--- src/rtl/run_fold_monitor_pkg.sv ---
// run_fold_monitor_pkg: shared FSM states, fold pipeline latency and slice-XOR helper
package run_fold_monitor_pkg;
  typedef enum logic [1:0] {IDLE, RUN, DRAIN, DONE} state_t;
  localparam int FOLD_LAT = 2;
  localparam int FOLD_MAX_W = 1024;
  function automatic logic [31:0] fold_slices(input logic [FOLD_MAX_W-1:0] w, input int dw, input int ow);
    logic [31:0] r, m;
    r = '0;
    m = 32'((64'd1 << ow) - 64'd1);
    for (int i = 0; i < dw / ow; i++) r = r ^ (32'(w >> (i * ow)) & m);
    return r;
  endfunction
endpackage

--- src/rtl/run_fold_monitor_sync.sv ---
// probe_sync_edge: multi-flop synchroniser with rising-edge detect on the last stage
module probe_sync_edge #(
  parameter int STAGES = 3
) (
  input  logic clk,
  input  logic rst_n,
  input  logic din,
  output logic rise
);
  logic [STAGES-1:0] sync_q, sync_d;
  logic last_q, last_d;
  always_comb begin
    sync_d = {sync_q[STAGES-2:0], din};
    last_d = sync_q[STAGES-1];
  end
  always_ff @(posedge clk) begin
    if (!rst_n) begin
      sync_q <= '0;
      last_q <= 1'b0;
    end else begin
      sync_q <= sync_d;
      last_q <= last_d;
    end
  end
  assign rise = sync_q[STAGES-1] & ~last_q;
endmodule

--- src/rtl/run_fold_monitor.sv ---
// run_fold_monitor: batch run controller driving ap_start/ap_done plus XOR-fold output compaction with signature
module run_fold_monitor
  import run_fold_monitor_pkg::*;
#(
  parameter int NUM_CH        = 2,
  parameter int DATA_WIDTH    = 32,
  parameter int OUT_WIDTH     = 4,
  parameter int SIG_WIDTH     = 16,
  parameter int SYNC_STAGES   = 3,
  parameter int RUN_CNT_WIDTH = 16
) (
  input  logic                         ap_clk,
  input  logic                         ap_rst_n,
  input  logic                         probe_in,
  input  logic [RUN_CNT_WIDTH-1:0]     run_target,
  output logic                         ap_start,
  input  logic                         ap_done,
  input  logic [NUM_CH*DATA_WIDTH-1:0] ch_din,
  input  logic [NUM_CH-1:0]            ch_write,
  output logic [NUM_CH-1:0]            ch_full_n,
  output logic [OUT_WIDTH-1:0]         data_out,
  output logic                         data_valid,
  output logic                         busy,
  output logic                         run_done,
  output logic [SIG_WIDTH-1:0]         sig_out,
  output logic [31:0]                  word_cnt
);
  localparam int NW  = $clog2(NUM_CH + 1);
  localparam int DCW = $clog2(FOLD_LAT);
  if (DATA_WIDTH % OUT_WIDTH != 0 || SIG_WIDTH < OUT_WIDTH || SYNC_STAGES < 2 ||
      OUT_WIDTH > 32 || DATA_WIDTH > FOLD_MAX_W) begin : g_bad_params
    $error("run_fold_monitor: invalid parameter combination");
  end
  state_t state_q, state_d;
  logic [RUN_CNT_WIDTH-1:0] tgt_q, tgt_d, run_cnt_q, run_cnt_d;
  logic [DCW-1:0] drain_q, drain_d;
  logic [NUM_CH-1:0][OUT_WIDTH-1:0] f_q, f_d;
  logic v1_q, v1_d;
  logic [NW-1:0] n1_q, n1_d, n2_q, n2_d;
  logic [OUT_WIDTH-1:0] data_out_q, data_out_d, x;
  logic data_valid_q, data_valid_d;
  logic [SIG_WIDTH-1:0] sig_q, sig_d;
  logic [31:0] word_cnt_q, word_cnt_d;
  logic [32:0] wsum;
  logic trig;
  probe_sync_edge #(.STAGES(SYNC_STAGES)) u_sync (
    .clk(ap_clk), .rst_n(ap_rst_n), .din(probe_in), .rise(trig)
  );
  always_comb begin
    f_d = '0;
    n1_d = '0;
    x = '0;
    for (int c = 0; c < NUM_CH; c++) begin
      f_d[c] = ch_write[c] ? OUT_WIDTH'(fold_slices(FOLD_MAX_W'(ch_din[c*DATA_WIDTH +: DATA_WIDTH]), DATA_WIDTH, OUT_WIDTH)) : '0;
      n1_d = n1_d + NW'(ch_write[c]);
      x = x ^ f_q[c];
    end
    v1_d = |ch_write;
    n2_d = n1_q;
    data_out_d = v1_q ? x : '0;
    data_valid_d = v1_q;
  end
  always_comb begin
    state_d = state_q;
    tgt_d = tgt_q;
    run_cnt_d = run_cnt_q;
    drain_d = drain_q;
    sig_d = sig_q;
    word_cnt_d = word_cnt_q;
    wsum = {1'b0, word_cnt_q} + 33'(n2_q);
    if (state_q == IDLE && trig && run_target != '0) begin
      state_d = RUN;
      tgt_d = run_target;
      run_cnt_d = '0;
      sig_d = '0;
      word_cnt_d = '0;
    end
    if (state_q == RUN && ap_done) begin
      run_cnt_d = run_cnt_q + RUN_CNT_WIDTH'(1);
      state_d = (run_cnt_d == tgt_q) ? DRAIN : RUN;
      drain_d = '0;
    end
    if (state_q == DRAIN) begin
      drain_d = drain_q + DCW'(1);
      state_d = (drain_q == DCW'(FOLD_LAT - 1)) ? DONE : DRAIN;
    end
    if (state_q == DONE) state_d = IDLE;
    // data_out_q/n2_q are the aligned stage-2 word and its channel count
    if ((state_q == RUN || state_q == DRAIN) && data_valid_q) begin
      sig_d = {sig_q[SIG_WIDTH-2:0], sig_q[SIG_WIDTH-1]} ^ SIG_WIDTH'(data_out_q);
      word_cnt_d = wsum[32] ? '1 : wsum[31:0];
    end
  end
  always_ff @(posedge ap_clk) begin
    if (!ap_rst_n) begin
      state_q <= IDLE;
      tgt_q <= '0;
      run_cnt_q <= '0;
      drain_q <= '0;
      f_q <= '0;
      v1_q <= 1'b0;
      n1_q <= '0;
      n2_q <= '0;
      data_out_q <= '0;
      data_valid_q <= 1'b0;
      sig_q <= '0;
      word_cnt_q <= '0;
    end else begin
      state_q <= state_d;
      tgt_q <= tgt_d;
      run_cnt_q <= run_cnt_d;
      drain_q <= drain_d;
      f_q <= f_d;
      v1_q <= v1_d;
      n1_q <= n1_d;
      n2_q <= n2_d;
      data_out_q <= data_out_d;
      data_valid_q <= data_valid_d;
      sig_q <= sig_d;
      word_cnt_q <= word_cnt_d;
    end
  end
  assign ap_start = state_q == RUN;
  assign busy = state_q != IDLE;
  assign run_done = state_q == DONE;
  assign ch_full_n = '1;
  assign data_out = data_out_q;
  assign data_valid = data_valid_q;
  assign sig_out = sig_q;
  assign word_cnt = word_cnt_q;
endmodule
--- config.mk ---
export PLATFORM = sky130hd
export DESIGN_NAME = run_fold_monitor
export DESIGN_NICKNAME = d
export VERILOG_FILES = /design/src/rtl/run_fold_monitor_pkg.sv /design/src/rtl/run_fold_monitor_sync.sv /design/src/rtl/run_fold_monitor.sv
export SDC_FILE = /design/constraint.sdc
export NUM_CORES = 1
export LEC_CHECK = 0
export BUFFER_PORTS_ARGS = -buffer_cell sky130_fd_sc_hd__buf_4
export CORE_MARGIN = 10
export CORE_UTILIZATION = 53
export DETAILED_ROUTE_END_ITERATION = 8
export HOLD_SLACK_MARGIN = 0.02
export PLACE_DENSITY = 0.76
export SKIP_CTS_REPAIR_TIMING = 1
export SLEW_MARGIN = 20
export SYNTH_ARGS = -nofsm -noshare
export SYNTH_HDL_FRONTEND = slang
export SYNTH_SLANG_ARGS = --single-unit
--- constraint.sdc ---
create_clock -name ap_clk -period 3.64 [get_ports ap_clk]
set_clock_uncertainty 0.1 [all_clocks]
set_input_delay 0 -clock ap_clk [delete_from_list [all_inputs] [get_ports ap_clk]]
set_output_delay 0 -clock ap_clk [all_outputs]
set_load 0.02 [all_outputs]
Word-level counts from Yosys, hierarchy flattened:

Index checks and enable logic that the tools add are counted.
Widths: inputs -> output; s select.

* add/sub/neg operators: 4
* $mul: 0
* div/mod/pow operators: 0
* $lt $le $gt $ge: 0
* equal/unequal tests: 4
* shifts and indexed selects: 0
* multiplexer cells: 13
* bitwise operators: 19
* reduce and logical (&&, ||, !) cells: 17

Operators by type and width (number)
* $mux 32: 3
* $xor 4x4->4: 15
* $mux 16: 3
* $add 32x2->33: 1
* $add 16x1->16 const B: 1
* $eq 16x16->1: 1
* $reduce_bool 16->1: 1
* $xor 16x4->16: 1
* $mux 2: 4
* $reduce_bool 2->1: 4
* $reduce_and 2->1: 3
* $eq 2x2->1 const B: 2
* $logic_and 1x1->1: 4
* $reduce_or 2->1: 2
* $mux 1: 3
* $reduce_bool 3->1: 1
* $add 1x1->2: 1
* $eq 2x1->1 const B: 1
* $logic_not 2->1: 1
* $not 1->1: 2
* $add 1x1->1 const B: 1
* $and 1x1->1: 1
* $logic_or 1x1->1: 1

* bits in registers: 105
* latch bits: 0
* bits in writable memories: 0
* ROM bits: 0
* input port bits: 86
* output and inout bits: 58
* logic and storage cells: 72
* memories: 0

Logic depth before layout (Yosys ltp):

Gate-level depths: netlist of run 1.

* depth after elaboration: 7
* depth in mapped cells: 10
* depth with buffers taken out: 9

Hierarchy:

A second synthesis of run 1 with hierarchy kept.

* cells, all modules: 733
* area total of the unflattened synthesis: 5890.6 um^2

By module, submodules not included
* run_fold_monitor: instances 1, cells an instance 724, area each 5779.3 um^2, seq. area each 2021.9 um^2
* probe_sync_edge: instances 1, cells an instance 9, area each 111.4 um^2, seq. area each 80.1 um^2

Worst setup path before layout of run 1:

Ideal clock, no wire load.

* kind: flip-flop to flip-flop
* start point: register word_cnt_q[0], in the netlist word_cnt[0]
* end point: register word_cnt_q[31], in the netlist word_cnt[31]
* library setup time: 76 ps
* data arrival time: 2702 ps
* required time: 3464 ps
* path slack: 761 ps
* cell stages (with the launch flop): 10
* path buffers: 1
* path through: dfxtp_1 ha_1 inv_1 fa_1 nand3b_1 or4_4 or4_4 buf_6 a21boi_1 o22ai_1

* cells in the longest elaborated chain, start to end: 3

Ends and longest elaborated chain
* start, declared: line run_fold_monitor.sv:43 `logic [31:0] word_cnt_q, word_cnt_d;`
* start signal, assigned: line run_fold_monitor.sv:120 `word_cnt_q <= word_cnt_d;`
* $add 32x2->33: line run_fold_monitor.sv:70 `wsum = {1'b0, word_cnt_q} + 33'(n2_q);`
* $mux 32: line run_fold_monitor.sv:91 `word_cnt_d = wsum[32] ? '1 : wsum[31:0];`
* $mux 32: line run_fold_monitor.sv:89 `if ((state_q == RUN || state_q == DRAIN) && data_valid_q) begin`

Every way passes these cells.
A chain may end at the register's enable or synchronous reset.

Final worst setup path of run 1:

* start point: register word_cnt_q[0], in the netlist word_cnt[0]
* end point: register word_cnt_q[12], in the netlist word_cnt[12]

The elaborated chain is that of the path after synthesis.

==> results of run 1 <==
-- state kept, by name (all words and copies together), names as in the netlist --
name and count:
word_cnt 32, run_cnt_q 16, sig_out 16, tgt_q 16, f_q 8, data_out 4, u_sync.sync_q 3, n1_q 2
n2_q 2, state_q 2, data_valid 1, data_valid_d 1, drain_q 1, u_sync.last_q 1
-- final timing paths --
check / endpoint / slack, ps / depth (start not counted)
max: word_cnt[12] / 620 / 8
min: f_q[5] / -2 / 5
max reg2reg: word_cnt[12] / 620 / 8
min reg2reg: u_sync.sync_q[2] / 340 / 1
-- through the flow --
step / hold WS (ps) / util / cells / setup slack, ps
6_report: -1.85 / 0.692 / 970 / 625
5_1_grt: 35.9 / 0.692 / 970 / 491
4_1_cts: -247 / 0.671 / 949 / 642
3_5_place_dp: 129 / 0.648 / 933 / 653
3_3_place_gp: 127 / 0.648 / 933 / 725
2_1_floorplan: 27.3 / - / 691 / 761
-- tightest hold or removal path, stage by stage --
cell and delay (ps):
buf_4 80, xor2_1 60, xnor2_1 160, xnor2_1 60
nor2_1 70
-- layout make-up --
cell class / instances / area share
multi-input combinational: 532 / 0.456
sequential: 105 / 0.296
timing repair buffer: 166 / 0.183
tap: 136 / 0.0239
clock buffer: 9 / 0.0174
clock inverter: 7 / 0.0167
inverter: 15 / 0.00792
-- metal layers --
layer | wire [µm] | share of wire | vias to the layer above | global-route usage
li1 | - | - | 2690 | -
met1 | 6430 | 0.41 | 2611 | 0.226
met2 | 7820 | 0.50 | 166 | 0.347
met3 | 959 | 0.062 | 30 | 0.0629
met4 | 371 | 0.024 | 0 | 0.0670
met5 | 0 | 0 | - | 0
-- power by group through the flow --
stage	Combinational (mW)	Sequential [mW]	Clock, mW
floorplan	0.201	1.22	0
global placement	0.322	1.22	0
detailed placement	0.331	1.22	0
CTS	0.332	1.19	0.867
global route	0.385	1.20	0.917
finish	0.350	1.19	0.853
-- cell families after synthesis --
| kind of cell | count (synthesis) | synth area share |
|---|---|---|
| buffers and inverters | 54 | 0.0392 |
| flip-flops | 105 | 0.378 |
| XOR/XNOR | 84 | 0.132 |
| AO/OA/AOI/OAI | 163 | 0.180 |
| other | 1 | 0.000675 |
| AND/OR/NAND/NOR | 270 | 0.240 |
| adder cells (fa/ha/maj) | 10 | 0.0239 |
| multiplexers | 3 | 0.00540 |
-- cell usage in the layout, fill, tap and decap left out, types with 6 or more instances in the layout --
cell           netlist  routed
buf_4                2     145
dfxtp_1            105     105
nand2_1             89      89
a21oi_1             65      65
xnor2_1             56      56
nor2_1              53      53
nand3_1             42      42
o21ai_0             41      41
xor2_1              28      28
dlygate4sd3_1        0      21
nand4_1             18      18
inv_1               14      14
and2_1              14      14
and3_1              12      12
nor4_1               9       9
ha_1                 9       9
clkbuf_8             0       9
a31oi_1              7       7
nor3_1               6       6
o21a_1               6       6
or3_1                6       6
==> run_results.csv, run 1 <==
group,metric,value,unit
setup_path,path_delay_family,"simple AND/OR/NAND/NOR gates",
sta,worst_pin_slew,971,ps
layout,regArea,2100,µm²
placement,gp_congestion,0.870,
routing,viasPerCell,5.67,
setup_path,slowest_delay,610,ps
setup_path,critical_path_class,"reg2reg",
yosys,synthTopCellsByArea,"dfxtp_1 (38%), xnor2_1 (8.8%), nand2_1 (6.0%)",
setup_path,arrival,3230,ps
routing,route.vias.total,5497,
layout,syn_to_final_growth,28.0,%
cts,clkTransAtPathRegs,90,ps
routing,drc_errors,0,
sta,slew_viol_final,0,
layout,nets,925,
routing,ant_nets,0,
power,power_frac_seq,0.498,
grt,track_usage,0.199,
yosys,yosysUniqueCellTypes,60,
yosys,synth_top_flop_cell,"dfxtp_1",
setup_path,path_cells,"ha_1 -> inv_1 -> fa_1 -> nand3b_1 -> or4_4 -> or4_4 -> nor2_2 -> o31a_1",
yosys,seq_area_frac_synth,0.378,
sta,post-route-period-util,0.828,
yosys,synth_cells,690,
power,comb_power_share,0.146,
grt,grt_pass1_vias,5339,
sta,period_needed,3020,ps
yosys,ys.warnings.count,0,
grt,antenna_found_initial,0,
layout,fillers,861,
yosys,synth_top_area_share,0.378,
power,intPower,1.82,mW
yosys,synthArstFlopShare,0,
setup_path,path_common_cell,"or4_4",
min_path,holdCritStartpoint,"ch_din[33]",
cts,cts_tree,"built",
power,power_density,337,nW/µm²
yosys,synth_edf_count,0,
layout,multi_input_area,3240,µm²
floorplan,start_util,0.541,
setup_path,crit_buf_inv,1,
grt,grt_overflow_total,0,
sta,rsz0062_at_grt,"no",
placement,placed_cell_area,6660,µm²
floorplan,io-pin-count,144,
routing,wire_per_inst,16.1,µm
floorplan,dieWidth,122,µm
setup_path,startpoint,"word_cnt[0]",
routing,drt_first_pass_iters,5,
routing,wl,15600,µm
yosys,yosysMostFrequentCell,"dfxtp_1",
power,p_sw,0.577,mW
sta,finalHoldViolations,1,
yosys,ys_ff_latch,105,
layout,drive_above_1_share,0.205,
setup_path,worstPathRequired,3860,ps
grt,grt_pass1_wl,25000,µm
yosys,synth.avg_cell_area,8.05,µm²
cts,cts_buffer_depth,2,
setup_path,r2r_start,"word_cnt[0]",
layout,finalInstanceArea,7110,µm²
setup_path,cpMaxStageDelayCell,"or4_4",
power,leakagePower,2.82,nW
grt,grt_max_degree,55,
outcome,status,"finished, violations left",
cts,numCtsBuffers,9,
cts,htree_levels,3,
setup_path,path_max_fanout,13,
placement,port_buffers,141,
flow_run,cap_violations,0,
setup_path,start_kind,"flip-flop",
power,max-vdd-ir-drop,227,µV
yosys,synth_area,5560,µm²
floorplan,die_area,15000,µm²
floorplan,coreArea,10300,µm²
routing,drt_iter0_drc,325,
sta,fmax,332,MHz
layout,num_antenna_cells,0,
floorplan,dieHeight,122,µm
setup_path,cp-end-kind,"flip-flop",
cts,clock_latency,370,ps
floorplan,rows,37,
power,clock_power_share,0.356,
placement,hpwlAfterDp,11500,µm
min_path,hold_class,"in2reg",
sta,holdWs,-1.85,ps
power,finalPower,2.39,mW
sta,setup_viol,0,
cts,cts_root_buf,"clkbuf_8",
cts,clock-sinks,105,
yosys,synth_top_cell_by_area,"dfxtp_1",
yosys,yosys-top-cells-count,"dfxtp_1 (105), nand2_1 (89), a21oi_1 (65), xnor2_1 (56), nor2_1 (53)",
outcome,violations,"negative hold slack",
sta,slew_headroom,0.352,
power,power.share.switching,0.241,
sta,fin_setup_tns,0,ps
(Power assumes the default switching activity.)
==> run 2: changes to the inputs <==
--- a/config.mk
+++ b/config.mk
@@ -7,10 +7,10 @@
 export LEC_CHECK = 0
 export BUFFER_PORTS_ARGS = -buffer_cell sky130_fd_sc_hd__buf_4
 export CORE_MARGIN = 10
-export CORE_UTILIZATION = 53
+export CORE_UTILIZATION = 48
 export DETAILED_ROUTE_END_ITERATION = 8
 export HOLD_SLACK_MARGIN = 0.02
-export PLACE_DENSITY = 0.76
+export PLACE_DENSITY = 0.72
 export SKIP_CTS_REPAIR_TIMING = 1
 export SLEW_MARGIN = 20
 export SYNTH_ARGS = -nofsm -noshare
==> constraint.sdc (replaced) <==
create_clock -name ap_clk -period 2.6 [get_ports ap_clk]
set_clock_uncertainty 0.1 [all_clocks]
set_input_delay 0 -clock ap_clk [delete_from_list [all_inputs] [get_ports ap_clk]]
set_output_delay 0 -clock ap_clk [all_outputs]
set_load 0.02 [all_outputs]
==> run_results.csv, run 2 (synthesis gave the netlist of run 1 again) <==
group,metric,value,unit
outcome,status,"finished, violations left",
outcome,violations,"negative setup slack",
sta,slew_viol_final,0,
setup_path,path_cells,"ha_4 -> inv_2 -> fa_2 -> nand3b_1 -> or4_4 -> or4_4 -> buf_6 -> a311oi_2",
grt,met1_usage,0.214,
layout,final_common_cell,"buf_4",
routing,route.vias.total,5679,
routing,wire_per_inst,16.5,µm
grt,antenna_found_initial,0,
layout,regArea,2110,µm²
cts,clkTransAtPathRegs,70,ps
grt,grt_pass1_wl,26100,µm
layout,fillers,939,
sta,rsz0062_at_grt,"yes",
layout,nets,963,
layout,num_antenna_cells,0,
grt,gr-usage-met2,0.329,
power,clock_power_share,0.374,
grt,track_usage,0.192,
power,intPower,2.58,mW
setup_path,r2r_cells,8,
cts,clock_latency,360,ps
sta,fin_setup_tns,-747,ps
layout,multi_input_area,3320,µm²
floorplan,io-pin-count,144,
setup_path,worstPathRequired,2770,ps
power,power_frac_seq,0.481,
power,comb_power_share,0.145,
routing,viasPerCell,5.60,
placement,placedCellCount,972,
grt,grt_pass1_vias,5508,
grt,grt_overflow_total,0,
power,power_density,460,nW/µm²
sta,setup_ws,-103,ps
cts,cts_buffer_depth,2,
setup_path,critical_path_class,"reg2reg",
layout,final_cell_count_no_fill,1015,
setup_path,startpoint,"word_cnt[0]",
power,leakagePower,3.04,nW
sta,period_needed,2700,ps
floorplan,die_area,16300,µm²
cts,htree_levels,3,
sta,post-route-period-util,1.04,
sta,fmax,370,MHz
cts,numCtsBuffers,9,
setup_path,path_max_fanout,6,
flow_run,cap_violations,0,
floorplan,dieHeight,128,µm
setup_path,slowest_delay,640,ps
layout,syn_to_final_growth,35.7,%
grt,grt_use_met3,0.0744,
routing,drc_errors,0,
routing,wl,16800,µm
sta,holdWs,16.2,ps
setup_path,ff2ff_setup_slack,-100,ps
sta,slew_headroom,0.338,
placement,gp_congestion,0.875,
placement,port_buffers,141,
placement,hpwlAfterDp,12300,µm
setup_path,path_common_cell,"or4_4",
layout,largest_reg_flops,32,
setup_path,r2r_end,"word_cnt[29]",
power,max-vdd-ir-drop,402,µV
routing,drt_first_pass_iters,5,
grt,grt_busiest_layer,"met2",
setup_path,cp-end-kind,"flip-flop",
floorplan,start_util,0.489,
power,p_sw,0.888,mW
power,power.share.switching,0.256,
layout,drive_above_1_share,0.260,
sta,setup_viol,19,
floorplan,rows,39,
min_path,whs_path_depth,5,
sta,finalHoldViolations,0,
min_path,hold_class,"in2reg",
cts,cts_tree,"built",
sta,worst_pin_slew,989,ps
cts,cts_root_buf,"clkbuf_16",
cts,clock-sinks,105,
setup_path,start_kind,"flip-flop",
routing,ant_nets,0,
floorplan,coreArea,11400,µm²
routing,drt_iter0_drc,340,
setup_path,cpMaxStageDelayCell,"or4_4",
setup_path,cp-endpoint,"word_cnt[29]",
layout,layout_common_cells,"buf_4 (179), dfxtp_1 (102), nand2_1 (88), a21oi_1 (64), xnor2_1 (56)",
floorplan,dieWidth,128,µm
grt,grt_max_degree,54,
setup_path,r2r_start,"word_cnt[0]",
setup_path,arrival,2870,ps
==> run 2: how the worst min path moves through the flow <==
stage	slack, ps	to	startpoint
6_report	20	f_q[3]	ch_din[3]
5_1_grt	50	f_q[3]	ch_din[3]
4_1_cts	-250	u_sync.sync_q[0]	probe_in
3_5_place_dp	110	u_sync.sync_q[0]	probe_in
3_3_place_gp	110	u_sync.sync_q[0]	probe_in
2_1_floorplan	30	u_sync.sync_q[0]	probe_in
==> run 2: layout make-up <==
cell class                 instances  share of cell area
tap                              143              0.0237
clock buffer                      10              0.0304
clock inverter                     6             0.00664
multi-input combinational        532               0.440
inverter                          15             0.00747
sequential                       105               0.280
timing repair buffer             204               0.212
==> run 2: stage by stage <==
| step | total power, mW | util | setup slack [ps] | area, µm² |
|---|---|---|---|---|
| final | 3.47 | 0.663 | -103 | 7540 |
| after global routing | 3.61 | 0.663 | -160 | 7540 |
| after CTS | 3.47 | 0.634 | -91.9 | 7210 |
| after detailed placement | 2.18 | 0.609 | -71.3 | 6930 |
| after global placement | 2.17 | 0.609 | -25.1 | 6930 |
| after floorplan | 1.99 | - | -10.2 | 5580 |
==> run 2: worst max-delay path: cells and delay by family (launching register included) <==
family | cells | cell delay, ps
DFF | 1 | 360
adders and majority gates | 2 | 460
and+or+nand+nor | 3 | 1270
AOI/OAI and AO/OA | 1 | 220
buffers and inverters | 2 | 200
==> run 2: power by group through the flow <==
| stage | clock network, mW | logic, mW | registers [mW] |
|---|---|---|---|
| 6_report | 1.30 | 0.501 | 1.67 |
| 5_1_grt | 1.38 | 0.552 | 1.67 |
| 3_5_place_dp | 0 | 0.479 | 1.70 |
| 3_3_place_gp | 0 | 0.469 | 1.70 |
| 2_1_floorplan | 0 | 0.282 | 1.71 |
| 4_1_cts | 1.32 | 0.480 | 1.67 |
==> run 2: routing by layer <==
layer  wire (µm)  up-vias  part of all wire
li1            -     2763                 -
met1        6720     2694              0.40
met2        8460      192              0.50
met3        1280       30             0.076
met4         321        0             0.019
met5           0        -                 0
==> run 3: changes to the inputs <==
==> constraint.sdc (replaced) <==
create_clock -name ap_clk -period 2.6 [get_ports ap_clk]
set_clock_uncertainty 0.1 [all_clocks]
set_input_delay 0 -clock ap_clk [delete_from_list [all_inputs] [get_ports ap_clk]]
set_output_delay 0 -clock ap_clk [all_outputs]
set_load 0.01 [all_outputs]
==> run_results.csv, run 3 (synthesis gave the netlist of run 1 again) <==
group,metric,value,unit
outcome,status,"finished, violations left",
setup_path,start_kind,"flip-flop",
placement,gp_congestion,0.881,
setup_path,path_max_fanout,5,
routing,drc_errors,0,
sta,setup_viol,14,
floorplan,io-pin-count,144,
min_path,hold_class,"in2reg",
power,power_frac_seq,0.481,
layout,layout_common_cells,"buf_4 (175), dfxtp_1 (102), nand2_1 (89), a21oi_1 (64), xnor2_1 (56)",
setup_path,arrival,2870,ps
setup_path,worstPathRequired,2790,ps
power,max-vdd-ir-drop,448,µV
power,comb_power_share,0.143,
sta,fin_setup_tns,-643,ps
power,intPower,2.62,mW
layout,postLayoutCoreUtil,0.664,
routing,route.vias.total,5677,
routing,viasPerCell,5.60,
power,finalPower,3.47,mW
sta,post-route-period-util,1.03,
power,power.share.switching,0.244,
layout,nets,962,
grt,grt_overflow_total,0,
floorplan,start_util,0.489,
placement,place_ws,-110,ps
cts,clock-sinks,105,
routing,wl,17000,µm
cts,cts_root_buf,"clkbuf_16",
routing,drt_first_pass_iters,5,
power,leakagePower,3.05,nW
routing,ant_nets,0,
sta,rsz0062_at_grt,"yes",
layout,final_common_cell,"buf_4",
placement,hpwlAfterDp,12600,µm
layout,syn_to_final_growth,35.8,%
layout,drive_above_1_share,0.257,
grt,track_usage,0.194,
setup_path,slowest_delay,570,ps
cts,cts_tree,"built",
setup_path,path_cells,"ha_4 -> inv_2 -> fa_2 -> nand3b_1 -> or4_4 -> or4_4 -> buf_6 -> o31ai_4 -> a32o_2",
sta,slew_headroom,0.299,
power,p_sw,0.849,mW
outcome,violations,"negative setup slack",
layout,largest_reg_flops,32,
sta,fmax,374,MHz
sta,setup_ws,-74.4,ps
sta,worst_pin_slew,1050,ps
grt,antenna_found_initial,0,
sta,period_needed,2670,ps
placement,port_buffers,141,
floorplan,coreArea,11400,µm²
grt,grt_pass1_vias,5668,
power,clock_power_share,0.376,
sta,finalHoldViolations,0,
layout,num_antenna_cells,0,
power,power_density,460,nW/µm²
cts,clkTransAtPathRegs,70,ps
grt,grt_pass1_wl,26600,µm
layout,finalInstanceArea,7550,µm²
cts,numCtsBuffers,9,
setup_path,path_common_cell,"or4_4",
routing,drt_iter0_drc,410,
cts,cts_buffer_depth,2,
cts,clock_latency,350,ps
floorplan,die_area,16300,µm²
grt,grt_max_degree,38,
flow_run,cap_violations,0,
routing,wire_per_inst,16.7,µm
floorplan,dieWidth,128,µm
sta,slew_viol_final,0,
placement,placed_cell_area,6910,µm²
floorplan,rows,39,
setup_path,cp-end-kind,"flip-flop",
setup_path,critical_path_class,"reg2reg",
floorplan,dieHeight,128,µm
cts,htree_levels,3,
setup_path,cpMaxStageDelayCell,"or4_4",
## run 3: per-stage QoR
step | instances | hold WS (ps)
global placement | 970 | 109
global route | 1014 | 62.6
finish | 1014 | 17.1
floorplan | 691 | 27.3
CTS | 986 | -253
detailed placement | 970 | 117
## run 3: worst max-delay path, delay by kind of cell (launching register included)
kind	cells	cell delay (ps)
flip-flops	1	360
adder cells (fa/ha/maj)	2	480
buffers and inverters	2	190
AND/OR/NAND/NOR	3	1290
AO/OA/AOI/OAI	2	200
## run 3: final cells by class
cell class	instances	area (µm²)
Clock buffer	13	260
Clock inverter	3	23.8
Fill cell	949	3820
Inverter	15	56.3
Multi-Input combinational cell	533	3330
Sequential cell	105	2110
Tap cell	143	179
Timing Repair Buffer	202	1590
## run 3: path summary, 6_finish.rpt
check              start           to  slack (ps)  cells after the start
min            ch_din[0]       f_q[0]          20                      5
max reg2reg  word_cnt[0]  word_cnt[8]         -70                      9
min reg2reg      n1_q[1]      n2_q[1]         340                      1
max          word_cnt[0]  word_cnt[8]         -70                      9
## run 3: power by group through the flow
stage               registers [mW]  clock network [mW]  logic (mW)
floorplan                     1.70                   0       0.278
global placement              1.70                   0       0.457
detailed placement            1.71                   0       0.472
CTS                           1.67                1.33       0.473
global route                  1.67                1.40       0.546
finish                        1.67                1.31       0.498
## run 3: layer usage
metal | track usage | up-vias | share of wire
li1 | - | 2771 | -
met1 | 0.220 | 2680 | 0.40
met2 | 0.338 | 202 | 0.52
met3 | 0.0637 | 24 | 0.064
met4 | 0.0596 | 0 | 0.015
met5 | 0 | - | 0
